$ cat config.mk
export PLATFORM = sky130hd
export DESIGN_NAME = instr_fetch_buffer
export DESIGN_NICKNAME = d
export VERILOG_FILES = /design/src/rtl/ifetch_pkg.sv /design/src/rtl/ifetch_align.sv /design/src/rtl/instr_fetch_buffer.sv
export SDC_FILE = /design/constraint.sdc
export NUM_CORES = 1
export LEC_CHECK = 0
export CORE_MARGIN = 2
export CORE_UTILIZATION = 40
export CTS_BUF_LIST = sky130_fd_sc_hd__clkbuf_4 sky130_fd_sc_hd__clkbuf_8
export DETAILED_ROUTE_END_ITERATION = 10
export PLACE_DENSITY = 0.57
export SLEW_MARGIN = 25
export SYNTH_ARGS = -nofsm -noshare
export SYNTH_HDL_FRONTEND = slang
export SYNTH_SLANG_ARGS = --single-unit
$ cat constraint.sdc
create_clock -name clk_i -period 13.2 [get_ports clk_i]
set_clock_uncertainty 0.05 [all_clocks]
set_input_delay 1.98 -clock clk_i [delete_from_list [all_inputs] [get_ports clk_i]]
set_output_delay 1.98 -clock clk_i [all_outputs]
set_load 0.02 [all_outputs]
$ cat src/rtl/ifetch_pkg.sv
// ---------------------------------------------------------------------------
// ifetch_pkg
// Shared constants and the controller state type for the instruction fetch
// buffer.
//   WORD_BYTES  - bytes per iram word
//   INSTR_BYTES - bytes presented to fetch per window
//   MAX_WORDS   - words held in the buffer
//   state_t     - controller states
// ---------------------------------------------------------------------------
package ifetch_pkg;

    localparam int WORD_BYTES  = 8;
    localparam int INSTR_BYTES = 10;
    localparam int MAX_WORDS   = 3;

    typedef enum logic [2:0] {
        IDLE  = 3'd0,
        FILL  = 3'd1,
        WAIT  = 3'd2,
        DRAIN = 3'd3,
        OUT   = 3'd4
    } state_t;

endpackage

$ cat src/rtl/ifetch_align.sv
// ---------------------------------------------------------------------------
// ifetch_align
// Combinational window extraction. Errored words are zeroed, then the 24-byte
// concatenation {w2,w1,w0} is shifted down by the byte offset and the low
// 10 bytes are returned.
//   words  in  192  {w2,w1,w0}, byte j of the buffer at bits [8j+7:8j]
//   err    in  3    per-word error flags
//   offset in  3    byte offset of the PC inside word 0
//   window out 80   byte offset+k at bits [8k+7:8k]
// ---------------------------------------------------------------------------
module ifetch_align
    import ifetch_pkg::*;
(
    input  logic [MAX_WORDS*WORD_BYTES*8-1:0] words,
    input  logic [MAX_WORDS-1:0]              err,
    input  logic [2:0]                        offset,
    output logic [INSTR_BYTES*8-1:0]          window
);

    logic [MAX_WORDS*WORD_BYTES*8-1:0] masked;
    logic [MAX_WORDS*WORD_BYTES*8-1:0] shifted;

    always_comb begin
        masked = words;
        for (int i = 0; i < MAX_WORDS; i++) begin
            if (err[i]) begin
                masked[i*64 +: 64] = 64'd0;
            end
        end
        // Offset is in bytes; append three zero bits to get a bit shift.
        shifted = masked >> {offset, 3'b000};
        window  = shifted[INSTR_BYTES*8-1:0];
    end

endmodule

$ cat src/rtl/instr_fetch_buffer.sv
// ---------------------------------------------------------------------------
// instr_fetch_buffer
// Instruction front end: takes a byte PC, reads the aligned 64-bit words it
// needs from iram (one outstanding read), keeps up to three consecutive words
// for reuse by sequential PCs, and presents the 10-byte window at PC.
//   clk_i, rst_n_i       clock, asynchronous active-low reset
//   pc_i/pc_valid_i/pc_ready_o     PC request (accepted only in IDLE)
//   flush_i              abort request, invalidate buffer
//   mem_req_o/mem_addr_o one-cycle read pulse and aligned word address
//   mem_rdata_i/mem_valid_i/mem_error_i  read response
//   instr_o/instr_valid_o/instr_ready_i  window to fetch
//   imem_error_o         window contains an errored word
//
// Handshakes: a transfer happens on a rising edge where valid and ready are
// both 1. Once valid is raised the payload is held stable until that edge.
// ---------------------------------------------------------------------------
module instr_fetch_buffer
    import ifetch_pkg::*;
#(
    parameter int ADDR_W   = 64,
    parameter bit REUSE_EN = 1'b1
) (
    input  logic              clk_i,
    input  logic              rst_n_i,
    input  logic [ADDR_W-1:0] pc_i,
    input  logic              pc_valid_i,
    output logic              pc_ready_o,
    input  logic              flush_i,
    output logic              mem_req_o,
    output logic [ADDR_W-1:0] mem_addr_o,
    input  logic [63:0]       mem_rdata_i,
    input  logic              mem_valid_i,
    input  logic              mem_error_i,
    output logic [79:0]       instr_o,
    output logic              instr_valid_o,
    input  logic              instr_ready_i,
    output logic              imem_error_o
);

    state_t            state_q, state_d;
    logic [ADDR_W-1:0] base_q;
    logic [2:0]        off_q;
    logic              need3_q;
    logic [63:0]       word_q [MAX_WORDS];
    logic [2:0]        vld_q;
    logic [2:0]        err_q;
    logic [1:0]        idx_q;
    logic              req_q;
    logic [ADDR_W-1:0] addr_q;

    logic [2:0]        need_mask;
    logic [2:0]        missing;
    logic              all_hit;
    logic [1:0]        miss_idx;
    logic              win_err;
    logic [ADDR_W-1:0] new_base;
    logic [ADDR_W-1:0] delta;
    logic [79:0]       window;

    assign need_mask = need3_q ? 3'b111 : 3'b011;
    assign missing   = need_mask & ~vld_q;
    assign all_hit   = (missing == 3'b000);
    assign miss_idx  = missing[0] ? 2'd0 : (missing[1] ? 2'd1 : 2'd2);
    assign win_err   = |(need_mask & err_q);
    assign new_base  = {pc_i[ADDR_W-1:3], 3'b000};
    // Modulo-2^ADDR_W difference, so base+8/base+16 wrap naturally.
    assign delta     = new_base - base_q;

    ifetch_align u_align (
        .words  ({word_q[2], word_q[1], word_q[0]}),
        .err    (err_q),
        .offset (off_q),
        .window (window)
    );

    // ---------------- FSM state register ----------------
    always_ff @(posedge clk_i or negedge rst_n_i) begin
        if (!rst_n_i) begin
            state_q <= IDLE;
        end else begin
            state_q <= state_d;
        end
    end

    // ---------------- FSM next state ----------------
    always_comb begin
        state_d = state_q;
        if (flush_i) begin
            // An outstanding read must still be absorbed. If its response
            // lands in the flush cycle it is already consumed, so go idle.
            if ((state_q == WAIT || state_q == DRAIN) && !mem_valid_i) begin
                state_d = DRAIN;
            end else begin
                state_d = IDLE;
            end
        end else begin
            unique case (state_q)
                IDLE:    if (pc_valid_i)    state_d = FILL;
                FILL:    state_d = all_hit ? OUT : WAIT;
                WAIT:    if (mem_valid_i)   state_d = FILL;
                DRAIN:   if (mem_valid_i)   state_d = IDLE;
                OUT:     if (instr_ready_i) state_d = IDLE;
                default: state_d = IDLE;
            endcase
        end
    end

    // ---------------- Buffer and memory request datapath ----------------
    always_ff @(posedge clk_i or negedge rst_n_i) begin
        if (!rst_n_i) begin
            base_q  <= '0;
            off_q   <= 3'd0;
            need3_q <= 1'b0;
            vld_q   <= 3'b000;
            err_q   <= 3'b000;
            idx_q   <= 2'd0;
            req_q   <= 1'b0;
            addr_q  <= '0;
            for (int i = 0; i < MAX_WORDS; i++) begin
                word_q[i] <= 64'd0;
            end
        end else begin
            req_q <= 1'b0;
            if (flush_i) begin
                vld_q <= 3'b000;
                err_q <= 3'b000;
            end else begin
                unique case (state_q)
                    IDLE: begin
                        if (pc_valid_i) begin
                            off_q   <= pc_i[2:0];
                            need3_q <= &pc_i[2:0];
                            base_q  <= new_base;
                            if (!REUSE_EN) begin
                                vld_q <= 3'b000;
                                err_q <= 3'b000;
                            end else if (delta == '0) begin
                                vld_q <= vld_q;
                            end else if (delta == ADDR_W'(8)) begin
                                word_q[0] <= word_q[1];
                                word_q[1] <= word_q[2];
                                vld_q     <= {1'b0, vld_q[2:1]};
                                err_q     <= {1'b0, err_q[2:1]};
                            end else if (delta == ADDR_W'(16)) begin
                                word_q[0] <= word_q[2];
                                vld_q     <= {2'b00, vld_q[2]};
                                err_q     <= {2'b00, err_q[2]};
                            end else begin
                                vld_q <= 3'b000;
                                err_q <= 3'b000;
                            end
                        end
                    end
                    FILL: begin
                        if (!all_hit) begin
                            req_q  <= 1'b1;
                            idx_q  <= miss_idx;
                            addr_q <= base_q + {{(ADDR_W-5){1'b0}}, miss_idx, 3'b000};
                        end
                    end
                    WAIT: begin
                        if (mem_valid_i) begin
                            word_q[idx_q] <= mem_rdata_i;
                            vld_q[idx_q]  <= 1'b1;
                            err_q[idx_q]  <= mem_error_i;
                        end
                    end
                    OUT: begin
                        // Errored data must never be served again.
                        if (instr_ready_i && win_err) begin
                            vld_q <= 3'b000;
                            err_q <= 3'b000;
                        end
                    end
                    default: begin
                        vld_q <= vld_q;
                    end
                endcase
            end
        end
    end

    // ---------------- Outputs ----------------
    assign pc_ready_o    = (state_q == IDLE);
    assign mem_req_o     = req_q;
    assign mem_addr_o    = addr_q;
    assign instr_valid_o = (state_q == OUT);
    assign instr_o       = (state_q == OUT) ? window : 80'd0;
    assign imem_error_o  = (state_q == OUT) && win_err;

endmodule
==> results.sh <==
export IMPL_num_rows=92
export IMPL_crit_required_ns=13.69
export IMPL_start_util_pct=40.2
export IMPL_worstHoldStart="mem_addr_o[13]"
export IMPL_cap_violations=0
export IMPL_fmax_mhz=129
export IMPL_top_layer="met5"
export IMPL_rrSetupSlack_ns=6.81
export IMPL_ctsResizeCount=0
export IMPL_final_hold_violation_count=0
export IMPL_dr_wl_met3_um=6500
export IMPL_die_area_um2=65100
export IMPL_yosysTopAreaCell="dfrtp_1"
export IMPL_vias_per_cell=6.07
export IMPL_io_pins=283
export IMPL_drive_above_1_share_pct=8.75
export IMPL_fp_coreArea_um2=62700
export IMPL_clockBufferDepth=3
export IMPL_ir_drop_mv=0.113
export IMPL_pwr_share_seq_pct=27.0
export IMPL_ant_nets=0
export IMPL_dr_first_iter_drc_count=2096
export IMPL_syn_instance_count=2901
export IMPL_synth_compound_area_share_pct=19.1
export IMPL_clock_latency_ns=0.75
export IMPL_ys_seq_area_share_pct=32.7
export IMPL_power_frac_clock_pct=16.3
export IMPL_grt_pass1_wl_um=151000
export IMPL_synth_cell_types=87
export IMPL_synth_area_mux_share_pct=18.5
export IMPL_hold_path_class="reg -> reg"
export IMPL_dieHeight_um=255
export IMPL_min_period_over_period_pct=58.9
export IMPL_synth_fa_ha_area_share_pct=3.23
export IMPL_synthArstFlopShare_pct=100
export IMPL_synth_edf_count=0
export IMPL_grt_usage_pct=30.7
export IMPL_min_to="mem_addr_o[13]"
export IMPL_critPathMaxFanout=36
export IMPL_status="finished clean"
export IMPL_total_leakage_power_nw=12.7
export IMPL_fin_crit_ns=7.77
export IMPL_power_density_nw_per_um2=219
export IMPL_p_comb_share_pct=56.7
export IMPL_critPathLaunchType="input pin"
export IMPL_setup_viol=0
export IMPL_worst_slew_pin_slew_ns=1.05
export IMPL_ys_seq_elements=330
export IMPL_synthFlopType="dfrtp_1"
export IMPL_synth_simple_area_share_pct=18.7
export IMPL_num_vias=24021
export IMPL_path_clk_slew_ns=0.06
export IMPL_dr_pass1_iters=7
export IMPL_end_kind="register"
export IMPL_cts_tree="yes"
export IMPL_grt_antenna_before_repair=2
export IMPL_gp_congestion=0.980
export IMPL_drc=0
export IMPL_clockRootBuffer="clkbuf_8"
export IMPL_fin_nets=3267
export IMPL_slew_headroom_pct=29.9
export IMPL_synthTopCellsByCount="dfrtp_1, nand2_1, mux2i_1, nor2_1, o21ai_0"
export IMPL_fin_util_pct=47.5
export IMPL_r2r_end="word_q[179]"
export IMPL_arrival_ns=8.26
export IMPL_criticalPathCategory="in -> reg"
export IMPL_synth_top_family_by_area="compound AO/OA/AOI/OAI gates"
export IMPL_rr_worst_depth=15
export IMPL_wirelength_um=102000
export IMPL_synth_area_leaders="dfrtp_1, mux2i_1, o21ai_0"
export IMPL_cts_max_level=2
export IMPL_wire_per_inst_um=25.7
export IMPL_rr_startpoint="base_q[9]"
export IMPL_final_setup_tns_ns=0
export IMPL_rsz0062_at_grt="no"
export IMPL_grt_max_degree=127
export IMPL_clkSinkCount=330
export IMPL_die_w_um=255
export IMPL_grt_pass1_vias=23606
export IMPL_intPower_mw=3.32
export IMPL_cts_buffers=61
export IMPL_switching_share_pct=49.0
export IMPL_dpl_hpwl_um=75600
export IMPL_port_buffers=279
export IMPL_p_sw_mw=3.19
export IMPL_post_cts_buffers=0
export IMPL_synth_xor_area_share_pct=2.71
export IMPL_wl_met2_um=48200
export IMPL_area_growth_syn_to_layout_pct=18.0
export IMPL_netlist_area_um2=25200
export IMPL_routedLengthMet1_um=41500
export IMPL_min_path_cells=2
export IMPL_ys_warnings_count=0
export IMPL_ctsHoldBuffers=0
export IMPL_synth_top_area_share_pct=32.7
export IMPL_yosys_cell_count_top_type="dfrtp_1"
export IMPL_slew_viol_final=0
export IMPL_gr_total_overflow=0
export IMPL_avgSynthCellArea_um2=8.70
layer usage:
metal,vias up,GRT usage [%]
li1,10915,-
met1,11933,38.4
met2,947,51.7
met3,224,5.16
met4,2,14.8
met5,-,0
cells by family after synthesis:
| group | after synthesis |
|---|---|
| flip-flops | 330 |
| XOR/XNOR | 78 |
| buffers and inverters | 296 |
| multiplexers | 413 |
| AND/OR/NAND/NOR | 976 |
| AO/OA/AOI/OAI | 743 |
| adder cells (fa/ha/maj) | 64 |
| other | 1 |
layout by cell type, fill, tap and decap left out, types with 11 or more instances in the layout:
cell	n
a22o_1	67
nor2_1	235
inv_1	87
a211oi_1	54
mux2_1	60
clkbuf_4	22
and3_1	27
nor3_1	83
and2_1	102
xnor2_1	70
or3_1	18
o211ai_1	18
nor4_1	21
a21o_1	18
mux2_2	72
nand2b_1	26
buf_4	24
clkbuf_8	75
a21oi_1	158
o21ai_1	22
ha_1	62
o21a_1	22
mux2i_1	251
dfrtp_1	325
or4_1	12
o21ai_0	236
mux4_2	30
nand3_1	54
nand2_1	277
clkdlybuf4s50_1	278
nor2b_1	20
nand4_1	66
a31oi_1	11
power by group through the flow:
| stage | sequential (mW) | clock [mW] | combinational [mW] |
|---|---|---|---|
| global placement | 1.75 | 0 | 3.60 |
| global route | 1.80 | 1.13 | 3.96 |
| CTS | 1.75 | 1.09 | 3.63 |
| finish | 1.76 | 1.06 | 3.69 |
| floorplan | 1.70 | 0 | 2.39 |
| detailed placement | 1.76 | 0 | 3.61 |
worst max path at each step:
stage,from,to,depth (start not counted)
finish,pc_i[3],word_q[179],17
global route,pc_i[3],word_q[176],17
CTS,pc_i[3],word_q[179],17
detailed placement,pc_i[3],word_q[152],17
global placement,pc_i[3],word_q[186],17
floorplan,pc_i[3],word_q[100],16
metrics by stage:
step	power [mW]	setup WS [ns]	instance area, um2	std cells	hold WS (ns)
floorplan	4.09	7.01	25200	2903	0.417
global placement	5.35	4.85	28400	3850	0.419
detailed placement	5.37	4.81	28400	3850	0.415
CTS	6.47	5.57	29700	3954	0.432
global route	6.90	5.21	29800	3956	0.464
finish	6.51	5.43	29800	3957	0.429
cell type report:
| class | count | area (um2) |
|---|---|---|
| inverters | 90 | 338 |
| flip-flops and latches | 330 | 8270 |
| clock buffers | 97 | 1200 |
| clock inverters | 7 | 72.6 |
| well taps | 846 | 1060 |
| multi-input cells | 2277 | 15800 |
| repair buffers | 308 | 3050 |
| fillers | 6037 | 33000 |
| diodes | 2 | 5.00 |
state kept, by name (all words and copies together), names as in the netlist:
name and flops:
base_q 61, err_q 3, idx_q 2, mem_addr_o 61, mem_req_o 1, need3_q 1
off_q 3, state_q 3, vld_q 3, word_q 192
critical path, stage by stage:
cell	delay, ns
clkdlybuf4s50_1	0.51
inv_1	0.06
ha_1	0.22
fa_1	0.42
nor2b_1	0.19
o31ai_1	0.13
a2111oi_1	0.94
o31a_1	0.40
o221ai_1	0.15
o31a_1	0.14
nor4_1	0.47
nand4_1	0.28
nor4_4	0.58
and2_4	0.66
buf_4	0.74
mux2i_1	0.26
o21ai_0	0.09
Note: power is estimated with default switching activity, not from simulation.
